File: config.mk
export PLATFORM = sky130hd
export DESIGN_NAME = fifo_stream_reader_flat
export DESIGN_NICKNAME = d
export VERILOG_FILES = /design/src/rtl/gamma_stream_pkg.sv /design/src/rtl/fifo_stream_reader_if.sv /design/src/rtl/fifo_skid_buffer.sv /design/src/rtl/fifo_stream_reader.sv /design/src/flat_wrapper.sv
export SDC_FILE = /design/constraint.sdc
export NUM_CORES = 1
export LEC_CHECK = 0
export CAP_MARGIN = 0
export CORE_MARGIN = 4
export CORE_UTILIZATION = 50
export DETAILED_ROUTE_END_ITERATION = 10
export GPL_ROUTABILITY_DRIVEN = 0
export PLACE_DENSITY = 0.77
export SYNTH_ARGS = -nofsm -noshare
export SYNTH_HDL_FRONTEND = slang
export SYNTH_SLANG_ARGS = --single-unit
File: constraint.sdc
create_clock -name clkIn -period 6.9 [get_ports clkIn]
set_input_delay 1.035 -clock clkIn [delete_from_list [all_inputs] [get_ports clkIn]]
set_output_delay 1.035 -clock clkIn [all_outputs]
set_load 0.01 [all_outputs]
File: src/rtl/gamma_stream_pkg.sv
// Shared definitions for the gamma pipeline read-side stream logic:
// drain FSM encoding, default frame geometry and a counter width helper.
package gamma_stream_pkg;

  typedef enum logic {
    WAIT_RST = 1'b0,
    RUN      = 1'b1
  } rd_state_e;

  localparam int DEF_LINEWIDTH   = 640;
  localparam int DEF_FRAMEHEIGHT = 480;

  // Bits needed to index n items; never less than one.
  function automatic int cnt_width(input int n);
    return (n <= 1) ? 1 : $clog2(n);
  endfunction

endpackage

File: src/rtl/fifo_stream_reader_if.sv
// Valid/ready pixel stream with line and frame framing flags.
interface fifo_stream_reader_if #(
  parameter int DATAWIDTH = 8
) ();

  logic [DATAWIDTH-1:0] streamData;
  logic                 streamValid;
  logic                 streamReady;
  logic                 streamLast;
  logic                 streamFirst;

  modport master (
    output streamData, streamValid, streamLast, streamFirst,
    input  streamReady
  );

  modport slave (
    input  streamData, streamValid, streamLast, streamFirst,
    output streamReady
  );

endinterface

File: src/rtl/fifo_skid_buffer.sv
// Circular buffer catching FIFO read returns; the head word is always
// visible on pop_data so the stream side needs no extra register stage.
module fifo_skid_buffer
  import gamma_stream_pkg::*;
#(
  parameter int DATAWIDTH = 8,
  parameter int BUFDEPTH  = 4
) (
  input  logic                           clk,
  input  logic                           srst,
  input  logic                           flush,
  input  logic                           push,
  input  logic [DATAWIDTH-1:0]           push_data,
  input  logic                           pop,
  output logic [DATAWIDTH-1:0]           pop_data,
  output logic [cnt_width(BUFDEPTH):0]   count
);

  localparam int PW = cnt_width(BUFDEPTH);

  logic [DATAWIDTH-1:0] mem_q [BUFDEPTH];
  logic [PW-1:0]        wr_ptr_q, wr_ptr_d;
  logic [PW-1:0]        rd_ptr_q, rd_ptr_d;
  logic [PW:0]          count_q, count_d;

  // Pointers wrap naturally because the depth is a power of two.
  always_comb begin
    wr_ptr_d = wr_ptr_q;
    rd_ptr_d = rd_ptr_q;
    count_d  = count_q;
    if (flush) begin
      wr_ptr_d = '0;
      rd_ptr_d = '0;
      count_d  = '0;
    end else begin
      if (push) wr_ptr_d = wr_ptr_q + 1'b1;
      if (pop)  rd_ptr_d = rd_ptr_q + 1'b1;
      case ({push, pop})
        2'b10:   count_d = count_q + 1'b1;
        2'b01:   count_d = count_q - 1'b1;
        default: count_d = count_q;
      endcase
    end
  end

  always_ff @(posedge clk) begin
    if (srst) begin
      wr_ptr_q <= '0;
      rd_ptr_q <= '0;
      count_q  <= '0;
    end else begin
      wr_ptr_q <= wr_ptr_d;
      rd_ptr_q <= rd_ptr_d;
      count_q  <= count_d;
    end
  end

  always_ff @(posedge clk) begin
    if (push && !flush) mem_q[wr_ptr_q] <= push_data;
  end

  assign pop_data = mem_q[rd_ptr_q];
  assign count    = count_q;

endmodule

File: src/rtl/fifo_stream_reader.sv
// Drains the clock-crossing FIFO with credit-limited reads and presents the
// words as a framed pixel stream to the gamma LUT stage.
module fifo_stream_reader
  import gamma_stream_pkg::*;
#(
  parameter int DATAWIDTH   = 8,
  parameter int READLATENCY = 2,
  parameter int BUFDEPTH    = 4,
  parameter int LINEWIDTH   = DEF_LINEWIDTH,
  parameter int FRAMEHEIGHT = DEF_FRAMEHEIGHT
) (
  input  logic                      clkIn,
  input  logic                      rstIn,
  input  logic                      fifoRstDone,
  input  logic                      fifoEmpty,
  input  logic                      fifoDataOutValid,
  input  logic [DATAWIDTH-1:0]      fifoDataOut,
  output logic                      fifoReadEn,
  fifo_stream_reader_if.master      stream,
  output logic                      frameDone,
  output logic                      protocolErr
);

  localparam int PW   = cnt_width(BUFDEPTH);
  // Inflight stays wide enough even for a latency beyond the buffer depth.
  localparam int IW   = cnt_width((BUFDEPTH > READLATENCY) ? BUFDEPTH : READLATENCY) + 1;
  localparam int COLW = cnt_width(LINEWIDTH);
  localparam int ROWW = cnt_width(FRAMEHEIGHT);

  localparam logic [IW:0]      CREDIT_LIMIT = (IW+1)'(BUFDEPTH);
  localparam logic [PW:0]      OCC_FULL     = (PW+1)'(BUFDEPTH);
  localparam logic [COLW-1:0]  COL_LAST     = COLW'(LINEWIDTH - 1);
  localparam logic [ROWW-1:0]  ROW_LAST     = ROWW'(FRAMEHEIGHT - 1);

  rd_state_e       state_q, state_d;
  logic [IW-1:0]   inflight_q, inflight_d;
  logic [COLW-1:0] col_q, col_d;
  logic [ROWW-1:0] row_q, row_d;
  logic            frame_done_q, frame_done_d;
  logic            protocol_err_q, protocol_err_d;

  logic [PW:0]          occupancy;
  logic [DATAWIDTH-1:0] head_data;
  logic [IW:0]          credit_sum;
  logic                 in_run, flush, word_bad, push, rsp, handshake;

  assign in_run     = (state_q == RUN);
  assign flush      = in_run && !fifoRstDone;
  assign credit_sum = {{(IW-PW){1'b0}}, occupancy} + {1'b0, inflight_q};
  assign fifoReadEn = in_run && !fifoEmpty && (credit_sum < CREDIT_LIMIT);

  // A return with no read outstanding, or with no room, is dropped and flagged.
  assign word_bad  = in_run && fifoDataOutValid && (inflight_q == '0 || occupancy == OCC_FULL);
  assign push      = in_run && fifoDataOutValid && !word_bad;
  assign rsp       = fifoDataOutValid && (inflight_q != '0);
  assign handshake = stream.streamValid && stream.streamReady;

  assign stream.streamValid = (occupancy != '0);
  assign stream.streamData  = head_data;
  assign stream.streamLast  = stream.streamValid && (col_q == COL_LAST);
  assign stream.streamFirst = stream.streamValid && (col_q == '0) && (row_q == '0);
  assign frameDone          = frame_done_q;
  assign protocolErr        = protocol_err_q;

  fifo_skid_buffer #(
    .DATAWIDTH (DATAWIDTH),
    .BUFDEPTH  (BUFDEPTH)
  ) u_skid (
    .clk       (clkIn),
    .srst      (rstIn),
    .flush     (flush),
    .push      (push),
    .push_data (fifoDataOut),
    .pop       (handshake),
    .pop_data  (head_data),
    .count     (occupancy)
  );

  always_comb begin
    state_d        = state_q;
    inflight_d     = inflight_q;
    col_d          = col_q;
    row_d          = row_q;
    frame_done_d   = 1'b0;
    protocol_err_d = protocol_err_q | word_bad;

    case (state_q)
      WAIT_RST: if (fifoRstDone)  state_d = RUN;
      RUN:      if (!fifoRstDone) state_d = WAIT_RST;
      default:                    state_d = WAIT_RST;
    endcase

    // Losing the FIFO resets everything downstream of it, like rstIn does.
    if (flush) begin
      inflight_d = '0;
      col_d      = '0;
      row_d      = '0;
    end else begin
      if (fifoReadEn && !rsp)      inflight_d = inflight_q + 1'b1;
      else if (!fifoReadEn && rsp) inflight_d = inflight_q - 1'b1;

      if (handshake) begin
        frame_done_d = (col_q == COL_LAST) && (row_q == ROW_LAST);
        if (col_q == COL_LAST) begin
          col_d = '0;
          row_d = (row_q == ROW_LAST) ? '0 : row_q + 1'b1;
        end else begin
          col_d = col_q + 1'b1;
        end
      end
    end
  end

  always_ff @(posedge clkIn) begin
    if (rstIn) begin
      state_q        <= WAIT_RST;
      inflight_q     <= '0;
      col_q          <= '0;
      row_q          <= '0;
      frame_done_q   <= 1'b0;
      protocol_err_q <= 1'b0;
    end else begin
      state_q        <= state_d;
      inflight_q     <= inflight_d;
      col_q          <= col_d;
      row_q          <= row_d;
      frame_done_q   <= frame_done_d;
      protocol_err_q <= protocol_err_d;
    end
  end

endmodule

File: src/flat_wrapper.sv
// flat-port wrapper written by rule: the top's interface ports become plain ports
module fifo_stream_reader_flat import gamma_stream_pkg::*;
#(
  parameter int DATAWIDTH   = 8,
  parameter int READLATENCY = 2,
  parameter int BUFDEPTH    = 4,
  parameter int LINEWIDTH   = DEF_LINEWIDTH,
  parameter int FRAMEHEIGHT = DEF_FRAMEHEIGHT
)
  (clkIn, rstIn, fifoRstDone, fifoEmpty, fifoDataOutValid, fifoDataOut, fifoReadEn, frameDone, protocolErr, stream_streamData, stream_streamValid, stream_streamLast, stream_streamFirst, stream_streamReady);
  fifo_stream_reader_if #(.DATAWIDTH(DATAWIDTH)) stream_i ();
  input  logic clkIn;
  input  logic rstIn;
  input  logic fifoRstDone;
  input  logic fifoEmpty;
  input  logic fifoDataOutValid;
  input  logic [DATAWIDTH-1:0] fifoDataOut;
  output logic fifoReadEn;
  output logic frameDone;
  output logic protocolErr;
  output wire logic [$bits(stream_i.streamData)-1:0] stream_streamData;
  output wire logic [$bits(stream_i.streamValid)-1:0] stream_streamValid;
  output wire logic [$bits(stream_i.streamLast)-1:0] stream_streamLast;
  output wire logic [$bits(stream_i.streamFirst)-1:0] stream_streamFirst;
  input wire logic [$bits(stream_i.streamReady)-1:0] stream_streamReady;
  assign stream_streamData = stream_i.streamData;
  assign stream_streamValid = stream_i.streamValid;
  assign stream_streamLast = stream_i.streamLast;
  assign stream_streamFirst = stream_i.streamFirst;
  assign stream_i.streamReady = stream_streamReady;
  fifo_stream_reader #(.DATAWIDTH(DATAWIDTH), .READLATENCY(READLATENCY), .BUFDEPTH(BUFDEPTH), .LINEWIDTH(LINEWIDTH), .FRAMEHEIGHT(FRAMEHEIGHT)) u_core (.clkIn(clkIn), .rstIn(rstIn), .fifoRstDone(fifoRstDone), .fifoEmpty(fifoEmpty), .fifoDataOutValid(fifoDataOutValid), .fifoDataOut(fifoDataOut), .fifoReadEn(fifoReadEn), .stream(stream_i), .frameDone(frameDone), .protocolErr(protocolErr));
endmodule
# [Word-level counts from Yosys, hierarchy flattened]
# Memories as Yosys holds them, arrays and structs flattened. A register that Yosys moved wholly into a read port is not among the register bits.
# Index checks and enable logic that the tools add are counted.
[totals] register_bits=32 ramBits=32 in_bits=14 out_inout_bits=14 wordCells=69 memories=1
[classes] addsub=9 magnitude_cmp=1 eq_ne=5 n_mux=10 bitwise_logic=2 reduce_logical=32
[memory_table] name="u_core.u_skid.mem_q" words=4 word_bits=8 read_ports=1 rd_ports_with_merged_regs=1 wr=1 line_no="fifo_skid_buffer.sv:21" rtl="logic [DATAWIDTH-1:0] mem_q [BUFDEPTH];"
[op_table] cell="logical AND 1 bit" count=15
[op_table] cell="adder 10 x 1 -> 10 bit, second input constant" count=1
[op_table] cell="== test 10 bit, second input constant" count=1
[op_table] cell="logical NOT 10 bit" count=1
[op_table] cell="2-to-1 mux 10 bit" count=1
[op_table] cell="adder 9 x 1 -> 9 bit, second input constant" count=1
[op_table] cell="== test 9 bit, second input constant" count=1
[op_table] cell="logical NOT 9 bit" count=1
[op_table] cell="2-to-1 mux 9 bit" count=1
[op_table] cell="adder 3 x 1 -> 3 bit, second input constant" count=2
[op_table] cell="logical NOT 1 bit" count=6
[op_table] cell="2-to-1 mux 3 bit" count=2
[op_table] cell="case mux 3 bit (2 select lines)" count=1
[op_table] cell="nonzero test 3 bit" count=2
[op_table] cell="subtractor 3 x 1 -> 3 bit, second input constant" count=2
[op_table] cell="adder 2 x 1 -> 2 bit, second input constant" count=2
[op_table] cell="adder 3 x 3 -> 4 bit" count=1
[op_table] cell="less-than comparator 4 x 3 -> 1 bit, second input constant" count=1
[op_table] cell="2-to-1 mux 2 bit" count=2
[op_table] cell="nonzero test 2 bit" count=2
[op_table] cell="== test 3 bit, second input constant" count=1
[op_table] cell="logical NOT 3 bit" count=1
[op_table] cell="2-to-1 mux 1 bit" count=3
[op_table] cell="OR reduction 3 bit" count=1
[op_table] cell="7 further kinds" count=7

# [Depth between registers and ports, before layout]
[depth] word_depth=8 ltp_mapped=10

# [By module]
# Synthesis repeated with hierarchy kept, for this count alone.
[hier_totals] hier_cells=244 area_unflattened_um2=2927.8
[by_module_without_submodules] mod="fifo_skid_buffer" n_inst=1 cells_per_inst=85 area_each_um2=1580.3
[by_module_without_submodules] mod="fifo_stream_reader" n_inst=1 cells_per_inst=159 area_each_um2=1347.5

# [Worst setup path after synthesis]
# No wires, ideal clock.
[synth_timing] path_kind="input to register" startpoint="input fifoEmpty" endpoint="register u_core.inflight_q[2]" setup_time_ns=0.070 t_arrival_ns=2.780 required_time_ns=6.830 setup_slack_ns=4.049 cell_stages=9 path_buffers=0 path_cell_list="nor2_1 > nand3_1 > a31oi_1 > ha_1 > inv_1 > fa_1 > xor2_1 > or3_1 > a21oi_1"
[synth_via] elab_chain_cells=6 elab_cells_between_ends=8 classes_between="mux (1); reduce/logical (7)"
[synth_lines] element="start: declaration" line_no="flat_wrapper.sv:15" rtl="input logic fifoEmpty;"
[synth_lines] element="logical NOT 1 bit *" line_no="fifo_stream_reader.sv:50" rtl="assign fifoReadEn = in_run && !fifoEmpty && (credit_sum < CREDIT_LIMIT);"
[synth_lines] element="logical AND 1 bit * (2 in a row)" line_no="fifo_stream_reader.sv:50"
[synth_lines] element="via fifoReadEn" line_no="flat_wrapper.sv:18" rtl="output logic fifoReadEn;"
[synth_lines] element="logical NOT 1 bit" line_no="fifo_stream_reader.sv:100" rtl="else if (!fifoReadEn && rsp) inflight_d = inflight_q - 1'b1;"
[synth_lines] element="logical AND 1 bit" line_no="fifo_stream_reader.sv:100"
[synth_lines] element="nonzero test 2 bit (no source line)"
[synth_lines] element="end signal: assignment" line_no="fifo_stream_reader.sv:124" rtl="inflight_q <= inflight_d;"
[synth_lines] element="end: declaration" line_no="fifo_stream_reader.sv:36" rtl="logic [IW-1:0] inflight_q, inflight_d;"
# Mark *: on every way through the listed nets, which the timed path passes. The rest lies on a longest branch.
# A chain may end at the register's enable or synchronous reset.

# [Final worst setup path]
[layout_timing] startpoint="input fifoEmpty" endpoint="output fifoReadEn"
[layout_via] elab_chain_cells=3
[layout_lines] element="logical NOT 1 bit" line_no="fifo_stream_reader.sv:50"
[layout_lines] element="logical AND 1 bit (2 in a row)" line_no="fifo_stream_reader.sv:50"
[layout_lines] element="end: declaration" line_no="flat_wrapper.sv:18"
# Every way passes these cells.

==> impl_results.md <==
* Max Freq at roughly 0.29 GHz
* Area leader, netlist: edfxtp_1
* Clock latency on the worst-skew pair at around 340 ps
* Crit-path max FO at 2
* Post-CTS Setup Repair Bufs at 0
* Syn nets at 282
* Min-Delay Endpoint: u_core.col_q[1]
* Worst R2R End: u_core.u_skid.count[2]
* Wire per inst at 14.85 um
* R2R depth at 8
* Layout cells sized above 1 at 0.1000
* Number of H-tree levels at 3
* Seq/Total Area, Yosys at 0.5583
* Final net count at 313
* Leak pwr at 1.141 nW
* Total of max-cap violations at 0
* Ys Warns at 0
* Chip width at 84.69 um
* Post-Syn Instances at 254
* Worst Hold Depth at 2
* Io pins at 28
* Clk sinks at 66
* Tcrit/Tclk final at 0.5014
* Critical path class: input port to output pin
* Global route total overflow at 0
* Post-synth EDFFs at 32
* Worst Clk Skew at 6.151 ps
* Die ar. at 7172 sq um
* PwrDens at 247.6 nW/um^2
* Crit end category: output pin
* Port-buffer cells at 27
* Required time worst endpoint at 5860 ps
* CTS tree: yes
* Hold Startpoint: u_core.col_q[1]
* Hold Path Class: flip-flop to flip-flop
* Num CTS Buffers at 9
* Worst-path cell chain: clkdlybuf4s50_1, nor2_1, nand3_1, a31oi_1, clkdlybuf4s50_1
* Least-Margin Pin Slew at 1171 ps
* Die height at approximately 85 um
* Post-layout min period at ~3500 ps
* Root buffer cell: clkbuf_8
* CP Data Arrival Time at approximately 2400 ps
* CTS resizes at 0
* Max-slew violations at 0
* Syn-to-layout area delta at 17.15%
* Final core occ at 0.6142
* Largest net degree at the start of global routing at 25
* Slowest CP cell: clkdlybuf4s50_1
* Residual DRC at 0
* Endpoints failing setup at 0
* Final Hold Viols at 0
* Status: completed
* Synthesized flop and latch total at 66
* Hold Slack at 493.9 ps
* Reg2Reg Setup Slack at between 3000 and 4000 ps
* Synth async-reset ratio at 0
* Initial Utilization at 0.5243
* Global-route wire length before repair at 9197 um
* Worst path bufs/invs at 2
* Hold buffer count at cts at 0
* Iteration-0 DRC count of the detailed router at around 110
* Drt pass-1 iters at 4
* GRT Total Usage at 0.1638
* Clk slew on worst S/H paths at 70 ps
* Antenna Cells at 0
* Slew margin rel. at 0.2128
* Slowest cell delay on critical path at 580 ps
* Vias in the first global route at between 1500 and 2000
* CP Launch Type: input port
* CTS max path bufs at 2
* Post-synth cell types at 43
* Vias at 2028
* Reg2reg start: u_core.u_skid.count[1]
* Core region area at 5608 sq um
* Cell area after synthesis at approximately 3000 sq um
* DP HPWL at 3743 um
* RSZ-0062 raised after global routing: no
* Delay-heaviest family, CP: buffers and inverters
* Std-Cell Rows at 27
* VDD IR max at 164.8 uV
* Most used cell, CP: clkdlybuf4s50_1
* ANT nets after route at 0
* Top cells by area, synth: edfxtp_1 33%, dfxtp_1 23%, mux4_2 6.1%
* Post-synth top cells: 34 x dfxtp_1, 32 x edfxtp_1, 25 x nor2_1, 20 x nand2_1, 15 x inv_1
* Final WL at 5376 um
* Most common cell in the netlist: dfxtp_1
* Yosys top cell area share at 0.3268
* Most used DFF post-synth: dfxtp_1
* Post-synthesis average cell area at ~12 sq um
* Sum Neg Setup Slack at 0 ps
* Vias/cell at 5.602
* Initial antenna violation count at 0
-- area by class of cell --
cell class | count | area [sq um]
clock buffers | 10 | 127.6
clock inverters | 6 | 43.79
fillers | 463 | 2163
inverters | 16 | 60.06
multi-input cells | 165 | 1211
flip-flops and latches | 66 | 1642
well taps | 72 | 90.09
repair buffers | 27 | 270.3
-- layer usage --
metal / vias to the layer above / track usage / wire, um
li1: 993 / - / -
met1: 972 / 0.2178 / 2457
met2: 53 / 0.2520 / 2569
met3: 10 / 0.04612 / 255
met4: 0 / 0.06906 / 93
met5: - / 0 / 0
-- how the worst max path moves through the flow --
stage | end | cells after the start | slack [ps] | from
detailed placement | fifoReadEn | 5 | 3430 | fifoEmpty
floorplan | u_core.inflight_q[2] | 9 | 4050 | fifoEmpty
CTS | fifoReadEn | 5 | 3410 | fifoEmpty
global route | fifoReadEn | 5 | 3290 | fifoEmpty
finish | fifoReadEn | 5 | 3440 | fifoEmpty
global placement | fifoReadEn | 5 | 3500 | fifoEmpty
-- where the power goes --
group          internal, W  switching, W
combinational    0.0000678     0.0000629
clock             0.000130      0.000148
sequential        0.000426     0.0000185
-- layout by cell type (no fill, tap or decap), types with 2 or more instances in the layout --
cell type / Yosys / layout
nor4_1: 8 / 8
nor3_1: 7 / 7
xnor2_1: 8 / 8
a31oi_1: 3 / 3
a21oi_1: 14 / 14
and4_1: 2 / 2
inv_1: 15 / 15
ha_1: 12 / 12
or4_1: 4 / 4
edfxtp_1: 32 / 32
mux4_2: 8 / 8
or3_1: 2 / 2
and3_1: 5 / 5
mux2i_1: 2 / 2
o21ai_0: 6 / 6
dfxtp_1: 34 / 34
clkbuf_8: 0 / 9
o31ai_1: 2 / 2
a21o_1: 2 / 2
nand3_1: 7 / 7
nor2_1: 25 / 25
clkdlybuf4s50_1: 0 / 27
nand2_1: 20 / 20
fa_1: 2 / 2
nand4b_1: 2 / 2
xor2_1: 7 / 7
nand4_1: 3 / 3
clkinvlp_4: 0 / 4
-- sequential cells by signal, summed over array words and instances (netlist names), 2 cells and up, named ones only --
| register | count |
|---|---|
| u_core.u_skid.count | 3 |
| u_core.u_skid.mem_q | 32 |
| u_core.u_skid.wr_ptr_q | 2 |
| u_core.row_q | 9 |
| u_core.u_skid.rd_ptr_q | 2 |
| u_core.col_q | 10 |
| u_core.inflight_q | 3 |
-- cell families after synthesis --
| kind of cell | share of synthesized area |
|---|---|
| compound gates | 0.06213 |
| xor+xnor | 0.04468 |
| fa+ha+maj | 0.06468 |
| buf+inv | 0.02978 |
| flops | 0.5583 |
| mux | 0.06808 |
| simple gates | 0.1723 |
-- worst reg2reg max path, delay by kind of cell (launching register included) --
kind | cells | cell delay (ps)
buffers and inverters | 2 | 570
and+or+nand+nor | 1 | 300
AOI/OAI and AO/OA | 2 | 1130
DFF | 1 | 390
adders and majority gates | 2 | 550
xor gates and xnor gates | 1 | 80
-- through the flow --
step	worst slack [ps]	total power, W	instances	instance area, sq um
CTS	3414	0.0008610	362	3445
detailed placement	3435	0.0005841	346	3273
global route	3286	0.0009015	362	3445
finish	3440	0.0008529	362	3445
global placement	3499	0.0005812	346	3273
floorplan	4049	0.0005379	254	2940
Note: power is estimated with default switching activity, not from simulation.
==> RTL edit 1: new RTL, config.mk and constraints unchanged <==
`BUFDEPTH` is set to 4 in 3 places; all go to 2.
--- a/src/rtl/fifo_skid_buffer.sv
+++ b/src/rtl/fifo_skid_buffer.sv
@@ -4,7 +4,7 @@
   import gamma_stream_pkg::*;
 #(
   parameter int DATAWIDTH = 8,
-  parameter int BUFDEPTH  = 4
+  parameter int BUFDEPTH  = 2
 ) (
   input  logic                           clk,
   input  logic                           srst,
--- a/src/rtl/fifo_stream_reader.sv
+++ b/src/rtl/fifo_stream_reader.sv
@@ -5,7 +5,7 @@
 #(
   parameter int DATAWIDTH   = 8,
   parameter int READLATENCY = 2,
-  parameter int BUFDEPTH    = 4,
+  parameter int BUFDEPTH    = 2,
   parameter int LINEWIDTH   = DEF_LINEWIDTH,
   parameter int FRAMEHEIGHT = DEF_FRAMEHEIGHT
 ) (
--- a/src/flat_wrapper.sv
+++ b/src/flat_wrapper.sv
@@ -3,7 +3,7 @@
 #(
   parameter int DATAWIDTH   = 8,
   parameter int READLATENCY = 2,
-  parameter int BUFDEPTH    = 4,
+  parameter int BUFDEPTH    = 2,
   parameter int LINEWIDTH   = DEF_LINEWIDTH,
   parameter int FRAMEHEIGHT = DEF_FRAMEHEIGHT
 )
Formal check against the unedited RTL: not equivalent (Yosys sat finds a counterexample within 4 cycles, from zero or initial values and one cycle with rstIn high).
==> RTL edit 1 against the original RTL <==
  * Setup slack lost 0.039 ns
  * Power fell by 42%
  * Sequential power is 35% lower
  * Via count shrank 27%
  * Final area fell by 29%
  * Clock power is 41% lower
  * Wire length decreased by 33%
  * Synthesized area shrank 30%
  * Final cell count fell by 24%
  * Sequential cell count decreased by 21
  * Clock skew is 0.0025 ns higher
  * Global-route usage down 1.3 points
==> RTL edit 1: results <==
group,metric,value,unit
run_status,outcome,"finished, final reports clean",
logic_synthesis,synth_area_leaders,"dfxtp_1, edfxtp_1, mux2_2, xnor2_1, ha_1",
global_route,met3_usage,4.57,%
sta,worst_pin_slew,1.07,ns
logic_synthesis,synth_xor_area_share,5.98,%
logic_synthesis,seq_area_frac_synth,51.8,%
critical_path,max_stage_delay,0.61,ns
sta,holdWs,0.494,ns
sta,fin_crit,3.50,ns
placed_design,place_area,2340,sq um
cells_and_area,top_regs,"u_core.u_skid.mem_q x16, u_core.col_q x10, u_core.row_q x9",
route,routed_wirelength,3580,um
route,routed-wl-met3,126,um
cells_and_area,nFillCells,342,
clocking,htreeDepth,2,
logic_synthesis,synthMuxAreaShare,4.88,%
logic_synthesis,synth-compound-area-share,9.10,%
critical_path,regToRegSetupSlack,4.45,ns
global_route,gr-usage-all-layers,15.1,%
route,initialDrtViolationCount,74,
cells_and_area,drive_gt1_share,10.2,%
min_path,whs_endpoint,"u_core.col_q[0]",
logic_synthesis,synth-edff-count,16,
critical_path,crit_arrival,2.46,ns
placed_design,placed_cells,267,
logic_synthesis,ys_types,44,
min_path,min_from,"u_core.col_q[0]",
route,wl_met1,1700,um
global_route,grt_start_max_net_pins,22,
placed_design,hpwl,2620,um
cells_and_area,design_area,2440,sq um
placed_design,pre_cts_ws,3.37,ns
global_route,grt_pass1_vias,1404,
cells_and_area,fin_nets,245,
global_route,use_met1,19.4,%
critical_path,worstRegToRegCells,6,
global_route,use_met2,24.9,%
route,route.met2.wl,1730,um
critical_path,r2r-start,"u_core.u_skid.count[0]",
logic_synthesis,syn-num-nets,218,
[RTL edit 1: where the power goes]
part | switching (W) | leakage, nW | total, W | internal [W]
logic | 0.0000201 | 0.411 | 0.0000452 | 0.0000251
registers | 0.00000759 | 0.378 | 0.000288 | 0.000280
clock network | 0.0000916 | 0.0447 | 0.000165 | 0.0000730
[RTL edit 1: cells by family (layout without fill, tap and decap cells)]
family | count (synthesis) | in the layout
xor gates and xnor gates | 14 | 14
and+or+nand+nor | 72 | 72
muxes | 9 | 9
AOI/OAI and AO/OA | 30 | 30
DFF | 45 | 45
buffers and inverters | 20 | 48
adders and majority gates | 7 | 7
[RTL edit 1: layout make-up]
class / instances / area share (%)
inverter: 13 / 2.00
multi-input combinational: 132 / 37.0
clock buffer: 5 / 2.82
clock inverter: 3 / 1.03
timing repair buffer: 27 / 11.1
sequential: 45 / 43.5
tap: 50 / 2.57
==> RTL edit 2: new RTL, same settings <==
Without the edit above. Reset style: asynchronous (`rstIn` and `srst`), changed in 2 clocked blocks.
--- a/src/rtl/fifo_skid_buffer.sv
+++ b/src/rtl/fifo_skid_buffer.sv
@@ -43,7 +43,7 @@
     end
   end
 
-  always_ff @(posedge clk) begin
+  always_ff @(posedge clk or posedge srst) begin
     if (srst) begin
       wr_ptr_q <= '0;
       rd_ptr_q <= '0;
--- a/src/rtl/fifo_stream_reader.sv
+++ b/src/rtl/fifo_stream_reader.sv
@@ -111,7 +111,7 @@
     end
   end
 
-  always_ff @(posedge clkIn) begin
+  always_ff @(posedge clkIn or posedge rstIn) begin
     if (rstIn) begin
       state_q        <= WAIT_RST;
       inflight_q     <= '0;
Function: differs if rstIn is asserted again (counterexample within 4 cycles, from zero or initial values and one cycle with rstIn high); with rstIn held inactive, the same outputs for 4 cycles.
==> RTL edit 2 against the original RTL <==
  * Setup slack got worse by 0.15 ns
  * Synthesized area increased by 5.1%
  * Global-route usage increased by 0.29 points
  * Non-clock buffer count increased by 2
  * Wire length increased by 3.1%
  * Final area increased by 4.8%
  * Register-to-register slack improved by 0.50 ns
  * Sequential cell count decreased by 2
  * Highest routed layer unchanged
Power is not compared: it rests on default switching activity, and its combinational part moved more than twofold at a synthesized area within 25%.
==> RTL edit 2: results <==
group,metric,value,unit
run_status,outcome,"finished, final reports clean",
cells_and_area,fin_nets,302,
global_route,grt_pass1_vias,1980,
cells_and_area,top_regs,"u_core.u_skid.mem_q x32, u_core.col_q x10, u_core.row_q x9",
placed_design,hpwl,3840,um
global_route,grt_pass1_wl,9560,um
route,wl_met1,2620,um
route,routed-wl-met3,218,um
global_route,use_met2,27.1,%
sta,worst_pin_slew,0.589,ns
min_path,holdPathStages,1,
sta,clock_skew,0.00604,ns
route,viasPerCell,5.46,
global_route,use_met1,21.7,%
global_route,gr-usage-all-layers,16.7,%
logic_synthesis,synthTopCellsByCount,"dfrtp_1, edfxtp_1, nor2_1",
logic_synthesis,seq_area_frac_synth,57.0,%
logic_synthesis,ys_async_sr_fraction,50.0,%
critical_path,crit_arrival,2.58,ns
route,routed_wirelength,5540,um
logic_synthesis,ys_types,48,
global_route,grt_start_max_net_pins,33,
min_path,hold_class,"flop to flop",
cells_and_area,drive_gt1_share,11.8,%
logic_synthesis,syn-num-nets,269,
route,initialDrtViolationCount,75,
placed_design,pre_cts_ws,3.28,ns
placed_design,place_area,3420,sq um
-- RTL edit 2: layout make-up --
type                       instances  area [sq um]
fill                             495          2350
sequential                        64          1760
multi-input combinational        154          1220
timing repair buffer              29           285
clock buffer                      10           128
tap                               75          93.8
clock inverter                     6          60.1
inverter                          16          60.1
-- RTL edit 2: metrics by stage --
step	hold slack, ns	instances
6_report	0.523	354
5_1_grt	0.538	354
4_1_cts	0.509	354
3_5_place_dp	0.489	338
3_3_place_gp	0.464	338
2_1_floorplan	0.484	241
-- RTL edit 2: kinds of logic after synthesis --
| kind of cell | after synthesis | share of synthesized area [%] |
|---|---|---|
| DFF | 64 | 57.0 |
| xor gates and xnor gates | 15 | 4.25 |
| adders and majority gates | 14 | 6.15 |
| buffers and inverters | 23 | 3.56 |
| AOI/OAI and AO/OA | 33 | 8.46 |
| and+or+nand+nor | 82 | 14.1 |
| muxes | 10 | 6.48 |
-- RTL edit 2: critical path, cell delays in order --
cell             delay, ns
clkdlybuf4s50_1       0.40
nor4_1                0.27
nand2_1               0.09
a31oi_1               0.21
clkdlybuf4s50_1       0.58
-- RTL edit 2: final timing paths --
| check | endpoint | startpoint | slack, ns |
|---|---|---|---|
| max in group asynchronous | u_core.u_skid.rd_ptr_q[0] | rstIn | 5.50 |
| worst max-delay path | fifoReadEn | fifoEmpty | 3.29 |
| min in group asynchronous | u_core.row_q[5] | rstIn | 1.10 |
| worst min-delay path | u_core.protocolErr | u_core.protocolErr | 0.52 |
| worst max register to register | u_core.u_skid.count[2] | u_core.u_skid.count[0] | 4.30 |
| worst min register to register | u_core.protocolErr | u_core.protocolErr | 0.52 |
